===== config.mk =====
export PLATFORM = sky130hd
export DESIGN_NAME = iir_requant_decim
export DESIGN_NICKNAME = d
export VERILOG_FILES = /design/src/rtl/iir_requant_decim.sv
export SDC_FILE = /design/constraint.sdc
export NUM_CORES = 1
export LEC_CHECK = 0
export CAP_MARGIN = 20
export CORE_MARGIN = 2
export CORE_UTILIZATION = 45
export CTS_CLUSTER_DIAMETER = 150
export DETAILED_ROUTE_END_ITERATION = 8
export DONT_BUFFER_PORTS = 1
export GPL_TIMING_DRIVEN = 0
export PLACE_DENSITY_LB_ADDON = 0.3
export SYNTH_ARGS = -nofsm -noshare
export SYNTH_HDL_FRONTEND = slang
export SYNTH_SLANG_ARGS = --single-unit

===== constraint.sdc =====
create_clock -name clk -period 4.4 [get_ports clk]
set_clock_uncertainty 0.1 [all_clocks]
set_input_delay 0.88 -clock clk [delete_from_list [all_inputs] [get_ports clk]]
set_output_delay 0.88 -clock clk [all_outputs]
set_load 0.01 [all_outputs]

===== src/rtl/iir_requant_decim.sv =====
// Decimating requantizer for an IIR filter output: sums DECIM samples, rounds away
// SHIFT+log2(DECIM) fractional bits, saturates to OUT_WIDTH and queues results in a small FIFO.
module iir_requant_decim #(
    parameter int IN_WIDTH   = 32,
    parameter int OUT_WIDTH  = 16,
    parameter int SHIFT      = 11,
    parameter int DECIM      = 4,
    parameter int FIFO_DEPTH = 4
) (
    input  logic                 clk,
    input  logic                 rst,
    input  logic [IN_WIDTH-1:0]  in_data,
    input  logic                 in_valid,
    output logic [OUT_WIDTH-1:0] out_data,
    output logic                 out_valid,
    input  logic                 out_ready,
    output logic                 sat_flag,
    output logic                 ovf_flag,
    input  logic                 clr_flags
);

    localparam int LOG2D = $clog2(DECIM);
    localparam int AW    = IN_WIDTH + LOG2D;
    localparam int S     = SHIFT + LOG2D;
    localparam int PW    = $clog2(FIFO_DEPTH);
    localparam int CW    = PW + 1;

    localparam logic [LOG2D-1:0]  LAST_PHASE = LOG2D'(DECIM - 1);
    localparam logic signed [AW:0] HALF      = (AW + 1)'(64'sd1 <<< (S - 1));
    localparam logic signed [AW:0] MAXV      = (AW + 1)'((64'sd1 <<< (OUT_WIDTH - 1)) - 64'sd1);
    localparam logic signed [AW:0] MINV      = (AW + 1)'(-(64'sd1 <<< (OUT_WIDTH - 1)));
    localparam logic [CW-1:0]      FULL_CNT  = CW'(FIFO_DEPTH);

    logic [LOG2D-1:0]     phase;
    logic signed [AW-1:0] acc;
    logic signed [AW-1:0] acc_next;
    logic                 s1_valid;
    logic signed [AW-1:0] s1_sum;

    logic signed [AW:0]          rnd_sum;
    logic signed [AW:0]          rnd_shift;
    logic [OUT_WIDTH-1:0]        s2_data;
    logic                        s2_clip;
    logic                        s2_valid;

    logic [OUT_WIDTH-1:0] mem [FIFO_DEPTH];
    logic [PW-1:0]        wr_ptr;
    logic [PW-1:0]        rd_ptr;
    logic [CW-1:0]        count;
    logic                 full;
    logic                 pop;
    logic                 wr_en;
    logic                 drop;

    assign acc_next = acc + {{LOG2D{in_data[IN_WIDTH-1]}}, in_data};

    // Group accumulation; the completed group sum lands in stage 1 while acc restarts at zero.
    always_ff @(posedge clk or posedge rst) begin
        if (rst) begin
            phase    <= '0;
            acc      <= '0;
            s1_valid <= 1'b0;
            s1_sum   <= '0;
        end else begin
            s1_valid <= 1'b0;
            if (in_valid) begin
                if (phase == LAST_PHASE) begin
                    s1_valid <= 1'b1;
                    s1_sum   <= acc_next;
                    acc      <= '0;
                    phase    <= '0;
                end else begin
                    acc   <= acc_next;
                    phase <= phase + LOG2D'(1);
                end
            end
        end
    end

    // One guard bit above the sum keeps the rounding add from wrapping.
    assign rnd_sum   = {s1_sum[AW-1], s1_sum} + HALF;
    assign rnd_shift = rnd_sum >>> S;
    assign s2_valid  = s1_valid;

    always_comb begin
        s2_clip = 1'b0;
        s2_data = rnd_shift[OUT_WIDTH-1:0];
        if (rnd_shift > MAXV) begin
            s2_clip = 1'b1;
            s2_data = MAXV[OUT_WIDTH-1:0];
        end else if (rnd_shift < MINV) begin
            s2_clip = 1'b1;
            s2_data = MINV[OUT_WIDTH-1:0];
        end
    end

    // When full, wr_ptr equals rd_ptr, so a simultaneous pop frees exactly the slot being written.
    assign full      = (count == FULL_CNT);
    assign out_valid = (count != '0);
    assign pop       = out_valid & out_ready;
    assign wr_en     = s2_valid & (~full | pop);
    assign drop      = s2_valid & full & ~pop;
    assign out_data  = mem[rd_ptr];

    always_ff @(posedge clk or posedge rst) begin
        if (rst) begin
            wr_ptr <= '0;
            rd_ptr <= '0;
            count  <= '0;
            for (int i = 0; i < FIFO_DEPTH; i++) begin
                mem[i] <= '0;
            end
        end else begin
            if (wr_en) begin
                mem[wr_ptr] <= s2_data;
                wr_ptr      <= wr_ptr + PW'(1);
            end
            if (pop) begin
                rd_ptr <= rd_ptr + PW'(1);
            end
            case ({wr_en, pop})
                2'b10:   count <= count + CW'(1);
                2'b01:   count <= count - CW'(1);
                default: count <= count;
            endcase
        end
    end

    // Sticky flags; a same-cycle event beats the clear.
    always_ff @(posedge clk or posedge rst) begin
        if (rst) begin
            sat_flag <= 1'b0;
            ovf_flag <= 1'b0;
        end else begin
            sat_flag <= (s2_valid & s2_clip) | (sat_flag & ~clr_flags);
            ovf_flag <= drop | (ovf_flag & ~clr_flags);
        end
    end

endmodule

==> results of run 1 <==
[per-stage QoR]
stage	hold slack (ns)	utilization	worst slack (ns)	cell area [um^2]
6_report	0.270	0.510	0.696	8370
2_1_floorplan	0.345	-	1.14	7470
4_1_cts	0.271	0.510	0.609	8370
3_3_place_gp	0.359	0.472	0.775	7740
5_1_grt	0.294	0.510	0.449	8370
3_5_place_dp	0.369	0.476	0.744	7800
[where the power goes]
group / switching [mW] / total [mW] / internal [mW]
clock network: 0.615 / 1.36 / 0.748
registers: 0.371 / 2.15 / 1.78
logic: 1.78 / 3.06 / 1.28
[cells by family after synthesis]
group	Yosys count
AOI/OAI and AO/OA	239
xor gates and xnor gates	49
adders and majority gates	42
buffers and inverters	63
DFF	132
muxes	22
and+or+nand+nor	218
[critical path, cell delays in order, from the launching register on]
cell      delay, ns
dfrtp_1        0.33
clkbuf_1       0.63
clkbuf_1       0.69
mux4_2         0.65
[how the worst min path moves through the flow]
| stage | startpoint | to | slack, ns | cells after the start |
|---|---|---|---|---|
| 6_report | rst | acc[17] | 0.27 | 1 |
| 5_1_grt | rst | acc[18] | 0.29 | 1 |
| 4_1_cts | rst | acc[17] | 0.27 | 1 |
| 3_5_place_dp | mem[11] | mem[11] | 0.37 | 2 |
| 3_3_place_gp | mem[47] | mem[47] | 0.36 | 2 |
| 2_1_floorplan | mem[26] | mem[26] | 0.34 | 2 |
[state kept, by name (all words and copies together) (netlist names), 2 cells and up]
register,count
wr_ptr,2
phase,2
count,3
s1_sum,22
rd_ptr,2
acc,34
mem,64
[metal layers]
layer | vias up | global-route usage | routed length (um)
met3 | 4 | 0.0609 | 896
met5 | - | 0 | 0
met4 | 0 | 0.0466 | 67
li1 | 2789 | - | -
met2 | 110 | 0.352 | 8590
met1 | 2749 | 0.266 | 7860
[final cells by class]
type                       instances  area, um^2  share of cell area
sequential                       132        3300               0.395
clock buffer                      17         425              0.0509
tap                              220         275              0.0329
timing repair buffer               3        60.1             0.00718
inverter                          25        97.6              0.0117
multi-input combinational        570        3920               0.468
buffer                            38         150              0.0179
clock inverter                    15         138              0.0165
[cell usage in the layout (no fill, tap or decap), drive strengths merged, types with 3 or more instances in the layout]
master / synthesis / routed
clkinvlp: 0 / 3
inv: 25 / 34
nand2: 133 / 133
a22o: 3 / 3
nand2b: 3 / 3
o21ai: 105 / 105
o211ai: 3 / 3
o32ai: 3 / 3
or3: 3 / 3
nor2: 24 / 24
nor2b: 10 / 10
a21o: 16 / 16
xor2: 26 / 26
and3: 8 / 8
o21a: 17 / 17
ha: 40 / 40
nor3: 6 / 6
a21oi: 32 / 32
dfrtp: 132 / 132
clkbuf: 33 / 50
buf: 5 / 8
o31ai: 5 / 5
clkinv: 0 / 3
nand3: 14 / 14
and2: 4 / 4
mux4: 16 / 16
xnor2: 22 / 22
o2bb2ai: 26 / 26
a31oi: 6 / 6
o21bai: 5 / 5
mux2: 4 / 4
nand4: 8 / 8
==> results.md, run 1 <==
- Number of CTS-inserted buffers: 17
- Power per cell area: 786 nW/um^2
- Area contributors post-synth: dfrtp_1 (44%), ha_1 (6.7%), nand2_1 (6.7%), mux4_2 (4.8%), o21ai_0 (3.9%)
- CP max FO: 10
- Vias per cell: 5.54
- Die Width: 133 um
- Syn Std Cell Area: 7460 um^2
- Vias in the first global route: 5791
- RR Endpoint: acc[33]
- Max Cap Viol: 0
- First-pass GRT wire length: 29300 um
- Clock Path Buffers: 2
- CTS resizes: 0
- Largest net degree at the start of global routing: 42
- CTS tree: done
- Port-buffer cells: 0
- RSZ-0062 raised after global routing: no
- Post-Synth Adder-Cell Area: 0.0724
- R2r worst-path depth: 10
- Post-synth EDFFs: 0
- Non-Filler Instances: 1020
- Post-Place Cells: 988
- Worst slew pin tran: 0.839 ns
- Final Net Count: 866
- Synth async-reset ratio: 1.00
- Final period util: 0.842
- Drc violations: 0
- Setup crit end: out_data[7]
- Clk pin slew, worst setup/hold paths: 0.07 ns
- Clk root buf: clkbuf_16
- Setup crit end kind: primary output
- R2r startpoint: acc[4]
- Simple logic cell fraction of the synthesized area: 0.130
- Post-synth cell types: 60
- Overflow after GRT: 0
- First-pass DRT Iterations: 4
- Kind of critical path: flop to primary output
- Power, Total: 6.57 mW
- RD Place Congestion: 0.858
- Startpoint Class: flop
- Area added between synthesis and finish: 12.1%
- Synth top cells by count: nand2_1 (133), dfrtp_1 (132), o21ai_0 (58)
- Die area: 17600 um^2
- P_leak: 3.70 nW
- Post-Synth XOR/XNOR Area: 0.0593
- Worst VDD drop: 365 uV
- Largest family of logic cells by synthesized area: compound AO/OA/AOI/OAI gates
- Mux contribution to synthesized area: 0.0570
- # setup viols final: 0
- Row count: 47
- Detail Placement HPWL: 12700 um
- Post-route minimum period: 3.70 ns
- Syn_area_per_cell: 9.76 um^2
- Worst Path Arrival: 2.72 ns
- Leading area contributor after synthesis: dfrtp_1
- Initial antenna violation count: 0
- Syn Nets: 844
- Vias: 5652
- Ports: 56
- Final Hold Viols: 0
- CTS Hold Bufs: 0
- Global-route usage over all layers: 0.208
- Clock sinks: 132
- Antenna Nets Post-Route: 0
- WP data required: 3.42 ns
- Share of layout cells above drive strength 1: 0.0863
- Pins over their slew limit: 0
- Post-CTS Setup Inserts: 0
- H-tree Lvls: 4
- Rel. slew slack: 0.441
- Fillers: 1540
- TNS Setup: 0 ns
- Outcome: complete, no violations
- FF+latch count, synth: 132
- Hold crit path type: input pin to asynchronous set/reset pin
- Number of diodes: 0
- Clock Latency Late Sink: 0.42 ns
- Most frequent cell after synthesis: nand2_1
- Beginning of the critical path: rd_ptr[0]
- Synth Area in Compound Gates: 0.206
- Die H: 133 um
- R2R setup slack: 1.22 ns
- Cells after synthesis: 765
- Sequential-to-total area share from yosys stat: 0.443
- Initial DRC Count: 321
- Initial core utilization: 0.455
- Synth top area share: 0.443
- Wire length per cell: 17.1 um
- Core ar.: 16400 um^2
- Warnings, synthesis: 0
- Final wirelength: 17400 um
- Fmax: 270 MHz
- Main synth FF type: dfrtp_1
No activity file was read; power rests on OpenSTA's default activity.
==> inputs of run 2 (changes only) <==
- clock period: 4.4 -> 3.24 ns (I/O delays scaled with it)
==> run 2 against run 1 <==
Effect of this change: global-route usage is the same; design area rose by 0.45%; sequential cell count did not move; largest cell class unchanged; power is 37% higher; final cell count did not move; via count grew 0.25%.
==> results.md, run 2 (same netlist as run 1, synthesis figures left out) <==
- Final Hold Viols: 0 (unchanged)
- R2r startpoint: acc[4] (unchanged)
- Worst VDD drop: 501 uV (was 365 uV)
- RSZ-0062 raised after global routing: no (unchanged)
- GR Util met3: 0.0609 (unchanged)
- Hold crit path type: input pin to asynchronous set/reset pin (unchanged)
- Worst Path Arrival: 3.30 ns (was 2.72 ns)
- Drc violations: 0 (unchanged)
- Switch Pwr: 3.78 mW (was 2.76 mW)
- R2R setup slack: 0.15 ns (was 1.22 ns)
- # setup viols final: 0 (unchanged)
- Clk root buf: clkbuf_16 (unchanged)
- Logic pwr share: 0.465 (was 0.466)
- Area added between synthesis and finish: 12.6% (was 12.1%)
- Area after DPL: 7800 um^2 (unchanged)
- Die area: 17600 um^2 (unchanged)
- Clock Path Buffers: 2 (unchanged)
- Fillers: 1533 (was 1540)
- Wire length per cell: 17.1 um (about the same)
- Final Instance Area: 8400 um^2 (was 8370 um^2)
- Power per cell area: 1070 nW/um^2 (was 786 nW/um^2)
- Register with the most flip-flops: mem (unchanged)
- Die H: 133 um (unchanged)
- Die Width: 133 um (unchanged)
- Outcome: complete, no violations (unchanged)
- Initial core utilization: 0.455 (unchanged)
- Regs by FF count: mem x64, acc x34, s1_sum x22 (unchanged)
- Clk pin slew, worst setup/hold paths: 0.06 ns (was 0.07 ns)
- Clock sinks: 132 (unchanged)
- R2r worst-path depth: 10 (unchanged)
- Setup crit end kind: flop (was primary output)
- Initial antenna violation count: 0 (unchanged)
- P_leak: 3.72 nW (was 3.70 nW)
- CP max FO: 5 (was 10)
- Commonest non-fill, non-tap cell in the layout: nand2_1 (unchanged)
- Sequential fraction of design power: 0.329 (was 0.327)
- Post-route minimum period: 3.09 ns
- Largest net degree at the start of global routing: 42 (unchanged)
- RD Place Congestion: 0.858 (unchanged)
- M2 GR Usage: 0.352 (unchanged)
- Final Net Count: 866 (unchanged)
- Share of layout cells above drive strength 1: 0.0938 (was 0.0863)
- Overflow after GRT: 0 (unchanged)
- Global-route usage over all layers: 0.208 (unchanged)
- Number of diodes: 0 (unchanged)
- Final period util: 0.955
- Row count: 47 (unchanged)
- First-pass GRT wire length: 29400 um (was 29300 um)
- Vias per cell: 5.55 (was 5.54)
- Rel. slew slack: 0.537 (was 0.441)
- Detail Placement HPWL: 12700 um (unchanged)
- Pins over their slew limit: 0 (unchanged)
- Kind of critical path: flop to flop (was flop to primary output)
- Ports: 56 (unchanged)
- TNS Setup: 0 ns (unchanged)
- WP data required: 3.45 ns (was 3.42 ns)
- CTS Hold Bufs: 0 (unchanged)
- Initial DRC Count: 314 (was 321)
- Antenna Nets Post-Route: 0 (unchanged)
- Met1 Use GR: 0.266 (unchanged)
- H-tree Lvls: 4 (unchanged)
- Vias in the first global route: 5790 (was 5791)
- Final wirelength: 17500 um (was 17400 um)
- Clock Latency Late Sink: 0.42 ns (about the same)
- Internal Power: 5.20 mW (was 3.81 mW)
- Sw frac: 0.421 (was 0.420)
- RR Endpoint: acc[33] (unchanged)
- Number of CTS-inserted buffers: 17 (unchanged)
- CTS tree: done (unchanged)
- Vias: 5666 (was 5652)
- Core ar.: 16400 um^2 (unchanged)
- First-pass DRT Iterations: 4 (unchanged)
- Port-buffer cells: 0 (unchanged)
- Global route hottest layer: met2 (unchanged)
- Fmax: 323 MHz
- Startpoint Class: flop (unchanged)
- Max Cap Viol: 0 (unchanged)
- Most frequent cells in the layout: nand2_1 (133), dfrtp_1 (132), o21ai_0 (58) (unchanged)
- Worst slew pin tran: 0.694 ns (was 0.839 ns)
- Clock share of power: 0.206 (was 0.207)
- Max reg flops: 64 (unchanged)
==> run 2: worst max-delay path by stage <==
stage / from / to / cells past startpoint / slack [ns]
finish: acc[4] / acc[33] / 10 / 0.15
global route: acc[4] / acc[33] / 10 / 0.006
CTS: acc[4] / acc[33] / 10 / 0.05
detailed placement: in_data[4] / acc[33] / 10 / -0.18
global placement: in_data[15] / acc[32] / 11 / -0.15
floorplan: in_data[4] / acc[33] / 10 / 0.21
==> run 2: stage by stage <==
stage	hold WS, ns	setup slack, ns	util	total power, mW	cells
finish	0.0351	0.146	0.512	8.97	1020
global route	0.0621	0.00582	0.512	9.71	1020
CTS	0.0393	0.0463	0.510	8.96	1019
detailed placement	0.369	-0.184	0.476	7.08	988
global placement	0.359	-0.153	0.472	6.95	985
floorplan	0.345	0.208	-	6.10	765
==> run 2: cell type report <==
class                           instances  area, um^2  share of cell area
Timing Repair Buffer                    4        67.6             0.00804
Buffer                                 37         148              0.0176
Multi-Input combinational cell        570        3950               0.470
Clock inverter                         15         138              0.0164
Inverter                               25        97.6              0.0116
Tap cell                              220         275              0.0328
Clock buffer                           17         425              0.0506
Sequential cell                       132        3300               0.393
==> run 2: power by group through the flow <==
| stage | Sequential (mW) | Clock (mW) | Combinational (mW) |
|---|---|---|---|
| global placement | 2.91 | 0 | 4.05 |
| detailed placement | 2.93 | 0 | 4.14 |
| floorplan | 2.80 | 0 | 3.31 |
| finish | 2.95 | 1.85 | 4.17 |
| CTS | 2.95 | 1.87 | 4.13 |
| global route | 3.06 | 1.96 | 4.69 |
==> run 2: per-layer routing <==
metal,wire [um],share of wire
met2,8570,0.49
met4,150,0.0086
met1,7870,0.45
met5,0,0
met3,863,0.049
==> run 2: critical path: stages, from the launching register on <==
cell and delay (ns):
dfrtp_1 0.39, ha_1 0.35, a21o_1 0.22, a31o_1 0.21, o21ai_1 0.21, a32oi_2 0.18, a221oi_4 0.46, o311ai_4 0.17
and3_4 0.22, or2_0 0.21, o311ai_1 0.26
==> run 2: repair_timing <==
action,in CTS,in global routing
setup endpoints to repair,8,25
pin swaps,0,1
setup buffers,0,1
resized for setup,1,5
